<file path="config.mk">
export PLATFORM = sky130hd
export DESIGN_NAME = ram32_wb_responder
export DESIGN_NICKNAME = d
export VERILOG_FILES = /design/src/rtl/ram32_wb_responder.sv
export SDC_FILE = /design/constraint.sdc
export NUM_CORES = 1
export LEC_CHECK = 0
export CAP_MARGIN = 20
export CORE_ASPECT_RATIO = 0.75
export CORE_UTILIZATION = 44
export DETAILED_ROUTE_END_ITERATION = 8
export DONT_BUFFER_PORTS = 1
export PLACE_DENSITY = 0.58
export SLEW_MARGIN = 20
export SYNTH_ARGS = -nofsm -noshare
export SYNTH_HDL_FRONTEND = slang
export SYNTH_SLANG_ARGS = --single-unit
</file>
<file path="constraint.sdc">
create_clock -name clk -period 1.8 [get_ports clk]
set_clock_uncertainty 0.15 [all_clocks]
set_input_delay 0.54 -clock clk [delete_from_list [all_inputs] [get_ports clk]]
set_output_delay 0.54 -clock clk [all_outputs]
set_load 0.01 [all_outputs]
</file>
<file path="src/rtl/ram32_wb_responder.sv">
// Wishbone-classic responder putting the RAM32 macro behind SERV ibus/dbus.
// Define RAM32_WB_FASTREAD_EN for the 3-state FSM with combinational rdt.
//
// Ports:
//   clk, rst_n            clock, synchronous active-low reset
//   i_ibus_cyc/adr        fetch request and byte address
//   o_ibus_rdt/ack        fetch data, one-cycle ack
//   i_dbus_cyc/adr/we     data request, byte address, write enable
//   i_dbus_dat/sel        write data, byte enables
//   o_dbus_rdt/ack        read data, one-cycle ack
//   o_ram_en/a/we/di      RAM EN0/A0/WE0/Di0
//   i_ram_do              RAM Do0, valid the cycle after an enabled edge

module ram32_wb_responder #(
  parameter int ADDR_W     = 5,
  parameter bit DBUS_FIRST = 1'b1
) (
  input  logic              clk,
  input  logic              rst_n,
  input  logic              i_ibus_cyc,
  input  logic [31:0]       i_ibus_adr,
  output logic [31:0]       o_ibus_rdt,
  output logic              o_ibus_ack,
  input  logic              i_dbus_cyc,
  input  logic [31:0]       i_dbus_adr,
  input  logic              i_dbus_we,
  input  logic [31:0]       i_dbus_dat,
  input  logic [3:0]        i_dbus_sel,
  output logic [31:0]       o_dbus_rdt,
  output logic              o_dbus_ack,
  output logic              o_ram_en,
  output logic [ADDR_W-1:0] o_ram_a,
  output logic [3:0]        o_ram_we,
  output logic [31:0]       o_ram_di,
  input  logic [31:0]       i_ram_do
);

  typedef enum logic [1:0] {
    IDLE,
    ACCESS,
    CAPTURE,
    ACK
  } state_t;

  state_t state;
  state_t state_nxt;

  logic              req;
  logic              pick_d;
  logic [31:0]       adr;
  logic              g_dbus;
  logic              g_we;
  logic              g_inr;
  logic [ADDR_W-1:0] g_adr;
  logic [3:0]        g_sel;
  logic [31:0]       g_dat;
  logic              rd_ok;
  logic              unused_adr;

  assign req    = i_ibus_cyc | i_dbus_cyc;
  assign pick_d = i_dbus_cyc & (DBUS_FIRST | ~i_ibus_cyc);
  assign adr    = pick_d ? i_dbus_adr : i_ibus_adr;
  // byte offset within the word is irrelevant to a word RAM
  assign unused_adr = ^adr[1:0];
  assign rd_ok  = ~g_we & g_inr;

  always_ff @(posedge clk) begin
    if (!rst_n) begin
      state <= IDLE;
    end else begin
      state <= state_nxt;
    end
  end

  always_comb begin
    state_nxt = state;
    unique case (state)
      IDLE: begin
        if (req) state_nxt = ACCESS;
      end
`ifdef RAM32_WB_FASTREAD_EN
      ACCESS:  state_nxt = ACK;
      CAPTURE: state_nxt = IDLE;
`else
      ACCESS:  state_nxt = CAPTURE;
      CAPTURE: state_nxt = ACK;
`endif
      ACK:     state_nxt = IDLE;
    endcase
  end

  // The loser of a conflict is not remembered: it keeps cyc high and
  // simply wins the next IDLE sample.
  always_ff @(posedge clk) begin
    if (!rst_n) begin
      g_dbus <= 1'b0;
      g_adr  <= '0;
      g_we   <= 1'b0;
      g_sel  <= '0;
      g_dat  <= '0;
      g_inr  <= 1'b0;
    end else if (state == IDLE && req) begin
      g_dbus <= pick_d;
      g_adr  <= adr[ADDR_W+1:2];
      g_we   <= pick_d & i_dbus_we;
      g_sel  <= i_dbus_sel;
      g_dat  <= i_dbus_dat;
      g_inr  <= (adr[31:ADDR_W+2] == '0);
    end
  end

  // Gated by rst_n so a reset asserted during ACCESS blocks the write.
  always_comb begin
    o_ram_en = 1'b0;
    o_ram_a  = '0;
    o_ram_we = '0;
    o_ram_di = '0;
    if (rst_n && state == ACCESS) begin
      o_ram_en = g_inr;
      o_ram_a  = g_adr;
      o_ram_we = (g_we && g_inr) ? g_sel : 4'h0;
      o_ram_di = g_dat;
    end
  end

  assign o_dbus_ack = rst_n & (state == ACK) & g_dbus;
  assign o_ibus_ack = rst_n & (state == ACK) & ~g_dbus;

`ifdef RAM32_WB_FASTREAD_EN
  always_comb begin
    o_dbus_rdt = '0;
    o_ibus_rdt = '0;
    if (rst_n && state == ACK && rd_ok) begin
      if (g_dbus) o_dbus_rdt = i_ram_do;
      else        o_ibus_rdt = i_ram_do;
    end
  end
`else
  always_ff @(posedge clk) begin
    if (!rst_n) begin
      o_dbus_rdt <= '0;
      o_ibus_rdt <= '0;
    end else if (state == CAPTURE) begin
      if (g_dbus) o_dbus_rdt <= rd_ok ? i_ram_do : 32'h0;
      else        o_ibus_rdt <= rd_ok ? i_ram_do : 32'h0;
    end
  end
`endif

endmodule

</file>
# --- Yosys cells after proc, flatten, opt, wreduce, memory -nomap -nowiden ---
# Cells that the tools add are included.
classes:
  eq_ne: 4
  reduce_logical: 7
  n_lt_le_gt_ge: 0
  multipliers: 0
  addsub: 0
  n_shift: 0
  n_div: 0
  n_mux: 9
  n_bitwise: 8
ops:
  columns: ["op", "n"]
  rows:
  - ["$mux W32", 3]
  - ["$logic_not A25 Y1", 1]
  - ["$mux W4", 2]
  - ["$pmux W2 S4", 1]
  - ["$and A1 B1 Y1", 5]
  - ["$mux W5", 1]
  - ["$eq A2 B2 Y1 const B", 2]
  - ["$reduce_and A2 Y1", 2]
  - ["$logic_and A1 B1 Y1", 3]
  - ["$eq A2 B1 Y1 const B", 1]
  - ["$logic_not A2 Y1", 1]
  - ["$mux W2", 1]
  - ["$ne A2 B2 Y1 const B", 1]
  - ["$not A1 Y1", 2]
  - ["$mux W1", 1]
  - ["$or A1 B1 Y1", 1]
word_totals:
  ramBits: 0
  romBits: 0
  n_memories: 0
  register_bits: 110
  latchBits: 0

# --- Longest topological paths before layout ---
logic_depth:
  word_depth: 3
  mapped_depth: 8
  mapped_depth_nobuf: 6

# --- Least setup slack after synthesis ---
# Ideal clock, no wire load.
synth_timing:
  kind: "register to output"
  startpoint: "register state[1]"
  endpoint: "output port o_ram_a[0]"
  required_time_ns: 1.110
  arrival_time_ns: 1.166
  path_buffers: 2
  setup_slack_ns: -0.056
  path_stages_with_launch: 6
  cell_sequence: "dfxtp_1 > inv_1 > ha_1 > clkbuf_1 > clkbuf_1 > and3_1"
synth_via:
  elab_chain_len: 3
synth_rtl:
  columns: ["element", "line", "source"]
  rows:
  - ["start, declared", "45", "state_t state;"]
  - ["start signal, assigned", "71", "state <= state_nxt;"]
  - ["$eq A2 B1 Y1", "118", "if (rst_n && state == ACCESS) begin"]
  - ["$logic_and A1 B1 Y1", "118", null]
  - ["$mux W5", "118", null]
  - ["end, declared", "32", "output logic [ADDR_W-1:0] o_ram_a,"]
# No other way between the ends.

# --- Worst setup path in the final report ---
layout_timing:
  startpoint: "register state[1]"
  endpoint: "output port o_ram_we[0]"
layout_via:
  elab_chain_len: 3
layout_rtl:
  columns: ["element", "line", "source"]
  rows:
  - ["$eq A2 B1 Y1", "118", null]
  - ["$logic_and A1 B1 Y1", "118", null]
  - ["$mux W4", "118", null]
  - ["end, declared", "33", "output logic [3:0] o_ram_we,"]
# No other way between the ends.

==> impl_results.md <==
- Syn_area_per_cell: 8.33 um^2
- Die span in x: 122 um
- Cell variety after synth: 27
- Sequential-to-total area share from yosys stat: 46.5%
- Final total power: 6.79 mW
- Std-Cell Rows: 32
- Final number of setup-violating endpoints: 44
- Failing checks: negative setup slack
- Starting density of the core: 45.7%
- Post-synthesis to final-layout area growth: 16.0%
- Wire length per cell after detailed routing: 17.8 um
- CP endpoint kind: primary output
- I/O pin count: 245
- Layout Utilization: 53.0%
- Clock Tree Buf Depth: 2
- Via density per instance: 5.72
- Total power divided by cell area: 1230 nW/um^2
- Maximum capacitance violations: 0
- Clock-pin transition on the worst setup and hold timing paths: 70 ps
- DRC violation count after routing: 0
- Initial drt markers: 286
- Number of synthesized register bits: 110
- Synthesized Nets: 710
- Category of the most critical setup path: reg -> out
- GP Congestion: 0.896
- Worst path setup slack after routing: -214 ps
- Placed wire-length estimate after detailed placement: 8.17 mm
- Slew HR: 76.1%
- Via count of the first global-routing pass: 3,513
- Leakage power: 1.95 nW
- Final max-slew violation count: 0
- TritonCTS clock tree: done
- First-pass detailed-route iteration total: 5
- Fraction of layout instances using a drive strength above 1: 15.6%
- Total track usage: 20.7%
- Area of the core region: 10,400 um^2
- RSZ-0062 raised after global routing: yes
- Count of nets left with antenna violations after detail routing: 0
- Number of antenna violations at the first check in global routing: 0
- Count of input and output buffers: 0
- Inserted Clock Buffers: 9
- Max FO, Critical Path: 5
- VDD IR-drop max: 0.493 mV
- Cell chosen for the clock root: sky130_fd_sc_hd__clkbuf_16
- Die Footprint: 11,200 um^2
- Worst Tran Pin Value: 355 ps
- Worst-path cell with the longest stage delay: sky130_fd_sc_hd__dfxtp_2
- Final routed wirelength across all metal layers: 12.2 mm
- Clk sinks: 110
- Nature of the critical path startpoint: flop
- Total count of hold-check failures in the final report: 0
- Yosys warnings: 0
- Post-synthesis instance total: 569
- Synthesized area: 4740 um^2
- Overflow after GRT: 0
- Largest incremental delay on the critical path: 320 ps
- CP arrival: 1320 ps
- Cell mode on critical path: sky130_fd_sc_hd__and3_4
- Clock latency at the later pin of the worst-skew pair: 330 ps
- Share of the clock period used by the worst path after layout: 112%
- Global-route wire length before repair: 18.2 mm
- Pin count of the biggest net entering global routing: 152
- Net total in the final layout: 687
- Critical path data required time: 1110 ps
- Cell Chain, Critical Path: inv_2, ha_4, and3_4, and3_4
- Diode insertion count for antenna repair: 0
- Worst Hold Class: in -> reg
- FMAX: 496 MHz
- Outcome: finished, violations left
- Number of buffers inserted for hold repair after clock tree synthesis: 0
- Number of H-tree levels: 3
- Final critical delay including setup and external delays: 2010 ps
- Via count: 3,923
- Die Y: 91.9 um
[stage by stage]
stage | setup WS, ps | TNS [ps] | hold slack, ps | area, um^2 | instances
floorplan | 25.0 | 0 | 281 | 4740 | 569
global placement | 54.3 | 0 | 287 | 4850 | 667
detailed placement | -2.40 | -3.02 | 292 | 4850 | 667
CTS | -220 | -8750 | 166 | 5420 | 683
global route | -273 | -11410 | 164 | 5500 | 686
finish | -214 | -8580 | 178 | 5500 | 686
[cells by family (layout without fill, tap and decap cells)]
| kind of cell | Yosys count | in the layout | share of synthesized area (%) |
|---|---|---|---|
| AO/OA/AOI/OAI | 114 | 114 | 18.2 |
| buffers and inverters | 54 | 35 | 5.46 |
| multiplexers | 6 | 6 | 1.27 |
| flip-flops | 110 | 110 | 46.5 |
| AND/OR/NAND/NOR | 281 | 281 | 27.5 |
| adder cells (fa/ha/maj) | 4 | 4 | 1.06 |
[routing by layer]
metal	routed length, um	GRT usage [%]	up-vias
met1	5540	27.6	1873
met4	99	5.25	0
met5	0	0	-
met2	5350	30.1	140
met3	1220	9.02	8
li1	-	-	1902
[sequential cells by signal, summed over array words and instances (netlist names)]
name,flops
g_dat,32
o_dbus_rdt,32
o_ibus_rdt,32
g_adr,5
g_sel,4
state,2
g_dbus,1
g_inr,1
g_we,1
[area by class of cell]
class | count | area [um^2]
multi-input cells | 405 | 2530
repair buffers | 18 | 265
clock inverters | 5 | 83.8
flip-flops and latches | 110 | 2200
clock buffers | 10 | 239
inverters | 2 | 7.51
fillers | 947 | 4870
well taps | 136 | 170
[path summary, 6_finish.rpt]
check                                            from  cells past startpoint                endpoint  slack, ps
worst max register to register  state[1]$_SDFFE_PN0P_                      9  g_dat[30]$_SDFFE_PN0P_         60
worst min-delay path                   i_dbus_dat[22]                      2  g_dat[22]$_SDFFE_PN0P_        180
worst max-delay path            state[1]$_SDFFE_PN0P_                      4             o_ram_we[0]       -210
worst min register to register  g_dat[4]$_SDFFE_PN0P_                      2   g_dat[4]$_SDFFE_PN0P_        300
[Yosys cell counts, drive strengths merged]
master	instances	area, um^2
o21a	1	7.51
o211a	5	50.1
a31oi	1	6.26
a21boi	104	781
clkbuf	22	82.6
nand3	66	330
nand4	4	25.0
nand2b	1	6.26
and3	43	269
and2	1	6.26
buf	30	169
inv	2	7.51
a32o	1	10.0
nor2b	2	12.5
nand2	148	556
mux2i	6	60.1
nor4b	1	8.76
ha	4	50.1
nor2	4	15.0
nor4	11	75.1
dfxtp	110	2200
o21ai	2	10.0
[power breakdown]
| part | internal, mW | switching, mW | leakage (nW) |
|---|---|---|---|
| Clock | 1.25 | 0.866 | 0.151 |
| Combinational | 0.774 | 1.05 | 0.904 |
| Sequential | 2.69 | 0.157 | 0.895 |
[timing repair]
action	4_1_cts	5_1_grt
resized for setup	52	7
pin swaps	5	3
gates cloned	0	2
setup buffers	1	1
endpoints found under the setup margin	44	47
[cells in the final DEF (no fill, tap or decap), types with 7 or more instances in the layout]
cell type / n
sky130_fd_sc_hd__and3_4: 42
sky130_fd_sc_hd__buf_12: 7
sky130_fd_sc_hd__a21boi_1: 97
sky130_fd_sc_hd__dfxtp_1: 108
sky130_fd_sc_hd__nand3_1: 66
sky130_fd_sc_hd__buf_4: 7
sky130_fd_sc_hd__nor4_1: 10
sky130_fd_sc_hd__clkbuf_16: 11
sky130_fd_sc_hd__nand2_1: 148
sky130_fd_sc_hd__a21boi_0: 7
[critical path, delay by kind of cell (launching register included)]
family | cells | cell delay [ps]
DFF | 1 | 320
adders and majority gates | 1 | 160
buffers and inverters | 1 | 70
and+or+nand+nor | 2 | 440
Note: power is estimated with default switching activity, not from simulation.
